`src/rtl/uart_log_rx.sv`:
```
// UART 8N1 receiver plus fixed-length event-frame decoder (sync, ID, start/end ts, delta, XOR checksum).
// Good frames are re-presented on a valid/ready output register; errors are reported as 1-cycle pulses.
module uart_log_rx #(
    parameter int CLK_HZ = 100_000_000,
    parameter int BAUD   = 1_000_000,
    parameter int ID_W   = 16,
    parameter int TS_W   = 64
) (
    input  logic            clk,
    input  logic            rst,
    input  logic            rx,
    output logic            out_valid,
    input  logic            out_ready,
    output logic [ID_W-1:0] out_id,
    output logic [TS_W-1:0] out_start_ts,
    output logic [TS_W-1:0] out_end_ts,
    output logic [TS_W-1:0] out_delta,
    output logic            frame_err,
    output logic            chk_err,
    output logic            overrun
);

    localparam int CPB  = CLK_HZ / BAUD;
    localparam int HALF = CPB / 2;
    localparam int CW   = $clog2(CPB);
    localparam int FW   = ID_W + 3 * TS_W;
    localparam int NB   = FW / 8;
    localparam int IW   = $clog2(NB + 1);

    typedef enum logic [1:0] {B_IDLE, B_START, B_DATA, B_STOP} bstate_e;
    typedef enum logic [1:0] {F_HUNT, F_FIELDS, F_CHK} fstate_e;

    logic            rx_meta_q, rx_sync_q;
    logic [1:0]      warm_q, warm_d;
    logic            armed_q, armed_d;
    bstate_e         bstate_q, bstate_d;
    logic [CW-1:0]   cnt_q, cnt_d;
    logic [2:0]      bit_q, bit_d;
    logic [7:0]      shift_q, shift_d;
    logic [7:0]      byte_q, byte_d;
    logic            byte_done_q, byte_done_d;
    logic            frame_err_q, frame_err_d;

    fstate_e         fstate_q, fstate_d;
    logic [IW-1:0]   idx_q, idx_d;
    logic [7:0]      xor_q, xor_d;
    logic [FW-1:0]   fields_q, fields_d;
    logic            out_valid_q, out_valid_d;
    logic [ID_W-1:0] out_id_q, out_id_d;
    logic [TS_W-1:0] out_start_q, out_start_d;
    logic [TS_W-1:0] out_end_q, out_end_d;
    logic [TS_W-1:0] out_delta_q, out_delta_d;
    logic            chk_err_q, chk_err_d;
    logic            overrun_q, overrun_d;

    always_ff @(posedge clk) begin
        if (rst) begin
            rx_meta_q   <= 1'b1;
            rx_sync_q   <= 1'b1;
            warm_q      <= '0;
            armed_q     <= 1'b0;
            bstate_q    <= B_IDLE;
            cnt_q       <= '0;
            bit_q       <= '0;
            shift_q     <= '0;
            byte_q      <= '0;
            byte_done_q <= 1'b0;
            frame_err_q <= 1'b0;
            fstate_q    <= F_HUNT;
            idx_q       <= '0;
            xor_q       <= '0;
            fields_q    <= '0;
            out_valid_q <= 1'b0;
            out_id_q    <= '0;
            out_start_q <= '0;
            out_end_q   <= '0;
            out_delta_q <= '0;
            chk_err_q   <= 1'b0;
            overrun_q   <= 1'b0;
        end else begin
            rx_meta_q   <= rx;
            rx_sync_q   <= rx_meta_q;
            warm_q      <= warm_d;
            armed_q     <= armed_d;
            bstate_q    <= bstate_d;
            cnt_q       <= cnt_d;
            bit_q       <= bit_d;
            shift_q     <= shift_d;
            byte_q      <= byte_d;
            byte_done_q <= byte_done_d;
            frame_err_q <= frame_err_d;
            fstate_q    <= fstate_d;
            idx_q       <= idx_d;
            xor_q       <= xor_d;
            fields_q    <= fields_d;
            out_valid_q <= out_valid_d;
            out_id_q    <= out_id_d;
            out_start_q <= out_start_d;
            out_end_q   <= out_end_d;
            out_delta_q <= out_delta_d;
            chk_err_q   <= chk_err_d;
            overrun_q   <= overrun_d;
        end
    end

    // Byte FSM. IDLE only arms once the flushed synchronizer shows the line high, so a
    // line already low at reset release is not mistaken for a start edge.
    always_comb begin
        warm_d      = {warm_q[0], 1'b1};
        armed_d     = armed_q;
        bstate_d    = bstate_q;
        cnt_d       = cnt_q + 1'b1;
        bit_d       = bit_q;
        shift_d     = shift_q;
        byte_d      = byte_q;
        byte_done_d = 1'b0;
        frame_err_d = 1'b0;
        case (bstate_q)
            B_IDLE: begin
                cnt_d = '0;
                if (warm_q[1] && rx_sync_q) begin
                    armed_d = 1'b1;
                end
                if (armed_q && !rx_sync_q) begin
                    armed_d  = 1'b0;
                    bstate_d = B_START;
                end
            end
            B_START: begin
                if (cnt_q == CW'(HALF - 1)) begin
                    cnt_d    = '0;
                    bit_d    = '0;
                    bstate_d = rx_sync_q ? B_IDLE : B_DATA;
                end
            end
            B_DATA: begin
                if (cnt_q == CW'(CPB - 1)) begin
                    cnt_d   = '0;
                    shift_d = {rx_sync_q, shift_q[7:1]};
                    bit_d   = bit_q + 1'b1;
                    if (bit_q == 3'd7) begin
                        bstate_d = B_STOP;
                    end
                end
            end
            B_STOP: begin
                if (cnt_q == CW'(CPB - 1)) begin
                    cnt_d    = '0;
                    bstate_d = B_IDLE;
                    if (rx_sync_q) begin
                        byte_done_d = 1'b1;
                        byte_d      = shift_q;
                    end else begin
                        frame_err_d = 1'b1;
                    end
                end
            end
            default: bstate_d = B_IDLE;
        endcase
    end

    always_comb begin
        fstate_d    = fstate_q;
        idx_d       = idx_q;
        xor_d       = xor_q;
        fields_d    = fields_q;
        out_valid_d = out_valid_q && !out_ready;
        out_id_d    = out_id_q;
        out_start_d = out_start_q;
        out_end_d   = out_end_q;
        out_delta_d = out_delta_q;
        chk_err_d   = 1'b0;
        overrun_d   = 1'b0;
        if (frame_err_q && fstate_q != F_HUNT) begin
            fstate_d = F_HUNT;
        end else if (byte_done_q) begin
            case (fstate_q)
                F_HUNT: begin
                    if (byte_q == 8'hA5) begin
                        fstate_d = F_FIELDS;
                        idx_d    = '0;
                        xor_d    = '0;
                    end
                end
                F_FIELDS: begin
                    fields_d = {fields_q[FW-9:0], byte_q};
                    xor_d    = xor_q ^ byte_q;
                    idx_d    = idx_q + 1'b1;
                    if (idx_q == IW'(NB - 1)) begin
                        fstate_d = F_CHK;
                    end
                end
                F_CHK: begin
                    fstate_d = F_HUNT;
                    if (byte_q != xor_q) begin
                        chk_err_d = 1'b1;
                    end else if (out_valid_q && !out_ready) begin
                        overrun_d = 1'b1;
                    end else begin
                        // A transfer this cycle frees the register, so load wins over it.
                        out_valid_d = 1'b1;
                        out_id_d    = fields_q[FW-1 -: ID_W];
                        out_start_d = fields_q[3*TS_W-1 -: TS_W];
                        out_end_d   = fields_q[2*TS_W-1 -: TS_W];
                        out_delta_d = fields_q[TS_W-1:0];
                    end
                end
                default: fstate_d = F_HUNT;
            endcase
        end
    end

    assign out_valid    = out_valid_q;
    assign out_id       = out_id_q;
    assign out_start_ts = out_start_q;
    assign out_end_ts   = out_end_q;
    assign out_delta    = out_delta_q;
    assign frame_err    = frame_err_q;
    assign chk_err      = chk_err_q;
    assign overrun      = overrun_q;

endmodule

```
`config.mk`:
```
export PLATFORM = sky130hd
export DESIGN_NAME = uart_log_rx
export DESIGN_NICKNAME = d
export VERILOG_FILES = /design/src/rtl/uart_log_rx.sv
export SDC_FILE = /design/constraint.sdc
export NUM_CORES = 1
export LEC_CHECK = 0
export CAP_MARGIN = 30
export CORE_MARGIN = 2
export CORE_UTILIZATION = 45
export DETAILED_ROUTE_END_ITERATION = 10
export PLACE_DENSITY = 0.66
export SLEW_MARGIN = 20
export SYNTH_ARGS = -nofsm -noshare
export SYNTH_HDL_FRONTEND = slang
export SYNTH_SLANG_ARGS = --single-unit
```
`constraint.sdc`:
```
create_clock -name clk -period 5.58 [get_ports clk]
set_clock_uncertainty 0.2 [all_clocks]
set_input_delay 0.837 -clock clk [delete_from_list [all_inputs] [get_ports clk]]
set_output_delay 0.837 -clock clk [all_outputs]
set_load 0.05 [all_outputs]
```
==> results <==
- The number of cells on the worst reg-to-reg path is 5.
- The overall routing resource usage is 23.44%.
- The worst setup slack before clock tree synthesis is approximately 2 ns.
- The cell area after synthesis is around 18000 sq um.
- The post-route netlist has 9.496% of its cells at a drive strength greater than 1.
- The tree is rooted in a sky130_fd_sc_hd__clkbuf_16.
- The sequential cell area is 9389 sq um.
- The synthesized area per cell is approximately 8.7 sq um.
- IR analysis of the VDD net gives a maximum drop of between 0.15 and 0.2 mV.
- Setup violations remaining at the end of the flow were counted as 0.
- Counting instances, the worst hold path has a depth of 1.
- After clock tree synthesis, the clock-pin slew on the worst setup and hold paths is roughly 0.060 ns.
- Derived from the worst setup path, the maximum achievable clock frequency is between 300 and 400 MHz.
- The via count of the first global-routing pass is 15270.
- In this run, distinct cell masters in the synthesized netlist total between 40 and 50.
- The tool flagged a number of max-cap violations equal to 0.
- In this run the tightest slew margin relative to its limit is approximately 25%.
- The initial antenna violation count is 0.
- The total nets after synthesis is 2122.
- The count of hold buffers inserted by post-cts repair is 0.
- The relative area change from synthesis to final layout is 20.48%.
- The count of state elements after synthesis is ~470.
- The wire length of the first global-routing pass is 81.73 mm.
- The actual transition at the worst max-transition pin is around 1.1 ns.
- In the layout the commonest cells are 469 x sky130_fd_sc_hd__dfxtp_1, 424 x sky130_fd_sc_hd__nand2_1, 421 x sky130_fd_sc_hd__a21oi_1, 214 x sky130_fd_sc_hd__nand4_1, 214 x sky130_fd_sc_hd__clkdlybuf4s50_1.
- The number of diodes is 0.
- The count of final max-slew check failures is 0.
- The number of I/O port buffers is ~220.
- The worst setup path is of the primary input to flop kind.
- Across all layers, the routed design uses approximately 16000 vias.
- From bottom edge to top edge, the die measures 206.6 um.
- The clock insertion delay at the later pin of the skew report is around 0.58 ns.
- The endpoint of the worst-slack reg-to-reg timing path is out_end_ts[52]$_SDFFE_PP0P_.
- The sum of negative setup slack is 0 ns.
- Clock tree synthesis inserted a total of 48 buffers.
- The type of the tightest min-delay check is flop to flop.
- TritonCTS built the clock tree.
- For the worst setup path, the data arrival time is ~3.3 ns.
- The run finished with clean final reports.
- Summed over all nets, the half-perimeter wirelength after detailed placement is just under 30 mm.
- Setup repair after global routing left no endpoint under its margin.
- In this run, synthesis inferred 0 flip-flops with an integrated enable.
- The ratio of final minimum period to clock period is a little over half.
- The top cell type by total area after synthesis is sky130_fd_sc_hd__dfxtp_1.
- The number of buffers inserted to repair setup after CTS is 0.
- The congestion estimate from routability-driven global placement came to roughly 0.79.
- The count of nets left with antenna violations once routing finished came out at 0.
- The top cell type's share of synthesized area is about 50%.
- The count of buffering cells on the critical path with inverters included is 2.
- The number of filler instances in the final layout is around 3700.
- In the routed design, unresolved DRC markers number 0.
- The start point of the worst hold path is rx_meta_q$_SDFF_PP1_.
- The endpoint required time on the critical path is slightly below 6 ns.
- The most common cell after layout, fill and taps aside is sky130_fd_sc_hd__dfxtp_1.
- The multi-input combinational cells in the finished layout cover a total of a little over 8000 sq um.
- The first routing iteration left 1437 violations.
- The layout net count is roughly 2200.
- The die covers between 40000 and 50000 sq um.
- The routed length per instance is roughly 19 um.
- The first detailed-routing pass ran for 5 iterations.
- The instance count of the mapped netlist is roughly 2100.
- The share of synthesized flip-flops with an asynchronous set or reset is 0%.
- The worst path meets setup with between 2 and 3 ns of slack.
- Hold is met by 0.2123 ns.
- The number of top-level design ports is approximately 220.
- The worst flop-to-flop path startpoint is frame_err$_SDFF_PP0_.
- STA classifies the critical path startpoint as a primary input.
- The overall power is roughly 0.0067 W.
- The floorplan step set the die width to between 200 and 250 um.
- The TritonCTS sink count is between 400 and 500.
- Walking the worst path, the cells encountered are clkdlybuf4s50_1, nand2b_1, and2_4, buf_4, nand4_1, a21oi_1.
- The leakage power figure is between 6 and 7 nW.
- The number of H-tree levels is 2.
- The register-to-register setup slack is about 2.7 ns.
- The total number of cells along the worst setup path is 6.
- The final period demand of the worst path is about 3.0 ns.
- The worst setup path is captured at a flop.
- In this run the worst path has a maximum fanout of between 60 and 70.
- The largest net degree at the start of global routing is approximately 210.
- The ratio of total power to cell area is between 300 and 400 nW/um^2.
- The core area is between 40000 and 50000 sq um.
- The number of vias per cell is roughly 5.8.
- On the critical path the largest part of the delay comes from simple AND/OR/NAND/NOR gates.
- The number of placement rows is 74.
- The cell type of the slowest stage on the worst timing path is sky130_fd_sc_hd__and2_4.
- The initial utilization of the core area, before any placement, comes to 45.44%.
- The number of cells upsized or downsized after cts is 0.
- Counting along the longest clock path gives a buffer depth of 3.
- Among all flip-flop cells after synthesis, the most frequent one is sky130_fd_sc_hd__dfxtp_1.
- The worst min-delay path endpoint is rx_sync_q$_SDFF_PP1_.
- Global routing finished with a remaining overflow of 0.
- Sorting the synthesized cells by area gives the leading types as sky130_fd_sc_hd__dfxtp_1 51%, sky130_fd_sc_hd__a21oi_1 11%, sky130_fd_sc_hd__nand2_1 8.6%, sky130_fd_sc_hd__nand4_1 7.2%, sky130_fd_sc_hd__o31ai_2 6.8%.
- The final count of hold timing violations came to 0.
- After detailed routing, the total wire length is 51.46 mm.
- The Yosys step of the flow raised 0 warnings.
- The sequential element share of the synthesized area is between 50% and 60%.
- For this run, the slowest stage of the critical path takes ~0.73 ns.
==> per-layer routing <==
metal	wire length (um)	GRT usage, %	up-vias
met5	0	0	-
met4	1141	7.143	0
met3	3219	3.736	75
met2	24030	37.16	510
met1	23060	32.84	7747
li1	-	-	7649
==> cells by family (layout without fill, tap and decap cells) <==
logic type,count (synthesis),after routing,share of synthesized area (%)
and+or+nand+nor,712,712,18.00
AOI/OAI and AO/OA,642,642,23.09
DFF,469,469,50.83
buffers and inverters,241,330,5.555
xor gates and xnor gates,25,25,1.185
muxes,17,17,0.9280
adders and majority gates,6,6,0.4064
==> registers in the layout, summed over array words and instances (netlist names), named ones only <==
name / count
overrun: 1
out_start_ts: 64
out_delta: 64
byte_done_q: 1
warm_q: 2
fstate_q: 2
byte_q: 8
shift_q: 8
fields_q: 208
chk_err: 1
rx_sync_q: 1
bstate_q: 1
frame_err: 1
cnt_q: 7
out_end_ts: 64
armed_q: 1
idx_q: 5
out_valid: 1
rx_meta_q: 1
xor_q: 8
out_id: 16
bit_q: 3
==> cell type report <==
type / instances / area share, %
timing repair buffer: 238 / 10.92
sequential: 469 / 42.19
clock buffer: 74 / 6.567
inverter: 5 / 0.08434
multi-input combinational: 1402 / 36.40
clock inverter: 13 / 0.8490
tap: 532 / 2.991
==> power breakdown <==
group | switching, W | total, W | internal (W)
Combinational | 0.0000537 | 0.0000609 | 0.00000719
Clock | 0.00133 | 0.00332 | 0.00199
Sequential | 0.00000103 | 0.00335 | 0.00335
==> synthesized netlist by cell type, types with 3 or more instances <==
cell                       instances
sky130_fd_sc_hd__dfxtp_1         469
sky130_fd_sc_hd__nand2_1         424
sky130_fd_sc_hd__a21oi_1         421
sky130_fd_sc_hd__nand4_1         214
sky130_fd_sc_hd__clkbuf_1        168
sky130_fd_sc_hd__o31ai_1         108
sky130_fd_sc_hd__o31ai_2         100
sky130_fd_sc_hd__nor2_1           40
sky130_fd_sc_hd__buf_2            31
sky130_fd_sc_hd__buf_1            26
sky130_fd_sc_hd__xor2_1           17
sky130_fd_sc_hd__mux2i_1          16
sky130_fd_sc_hd__buf_6            11
sky130_fd_sc_hd__xnor2_1           8
sky130_fd_sc_hd__ha_1              6
sky130_fd_sc_hd__inv_1             5
sky130_fd_sc_hd__nor2b_1           5
sky130_fd_sc_hd__and2_1            3
sky130_fd_sc_hd__nand3_1           3
sky130_fd_sc_hd__nor4_1            3
==> worst register-to-register path: stages, from the launching register on <==
cell	delay, ns
sky130_fd_sc_hd__dfxtp_1	0.38
sky130_fd_sc_hd__and4bb_1	0.52
sky130_fd_sc_hd__and2_4	0.73
sky130_fd_sc_hd__buf_4	0.55
sky130_fd_sc_hd__nand4_1	0.22
sky130_fd_sc_hd__a21oi_1	0.22
==> how the worst max path moves through the flow <==
stage                                   to                 start  slack (ns)
2_1_floorplan       out_id[0]$_SDFFE_PP0P_             out_ready        3.24
3_5_place_dp     out_delta[4]$_SDFFE_PP0P_             out_ready        2.05
5_1_grt        out_end_ts[52]$_SDFFE_PP0P_             out_ready        2.48
6_report       out_end_ts[52]$_SDFFE_PP0P_             out_ready        2.60
3_3_place_gp   out_end_ts[54]$_SDFFE_PP0P_             out_ready        2.09
4_1_cts                          frame_err  frame_err$_SDFF_PP0_        2.60
==> per-stage QoR <==
stage                     instance area, sq um  std cells  utilization, %
after global placement                   20570       2644           50.62
after CTS                                22230       2732           54.70
after detailed placement                 20580       2645           50.64
after global routing                     22250       2733           54.75
final                                    22250       2733           54.75
after floorplan                          18470       2112               -
(Power assumes the default switching activity.)
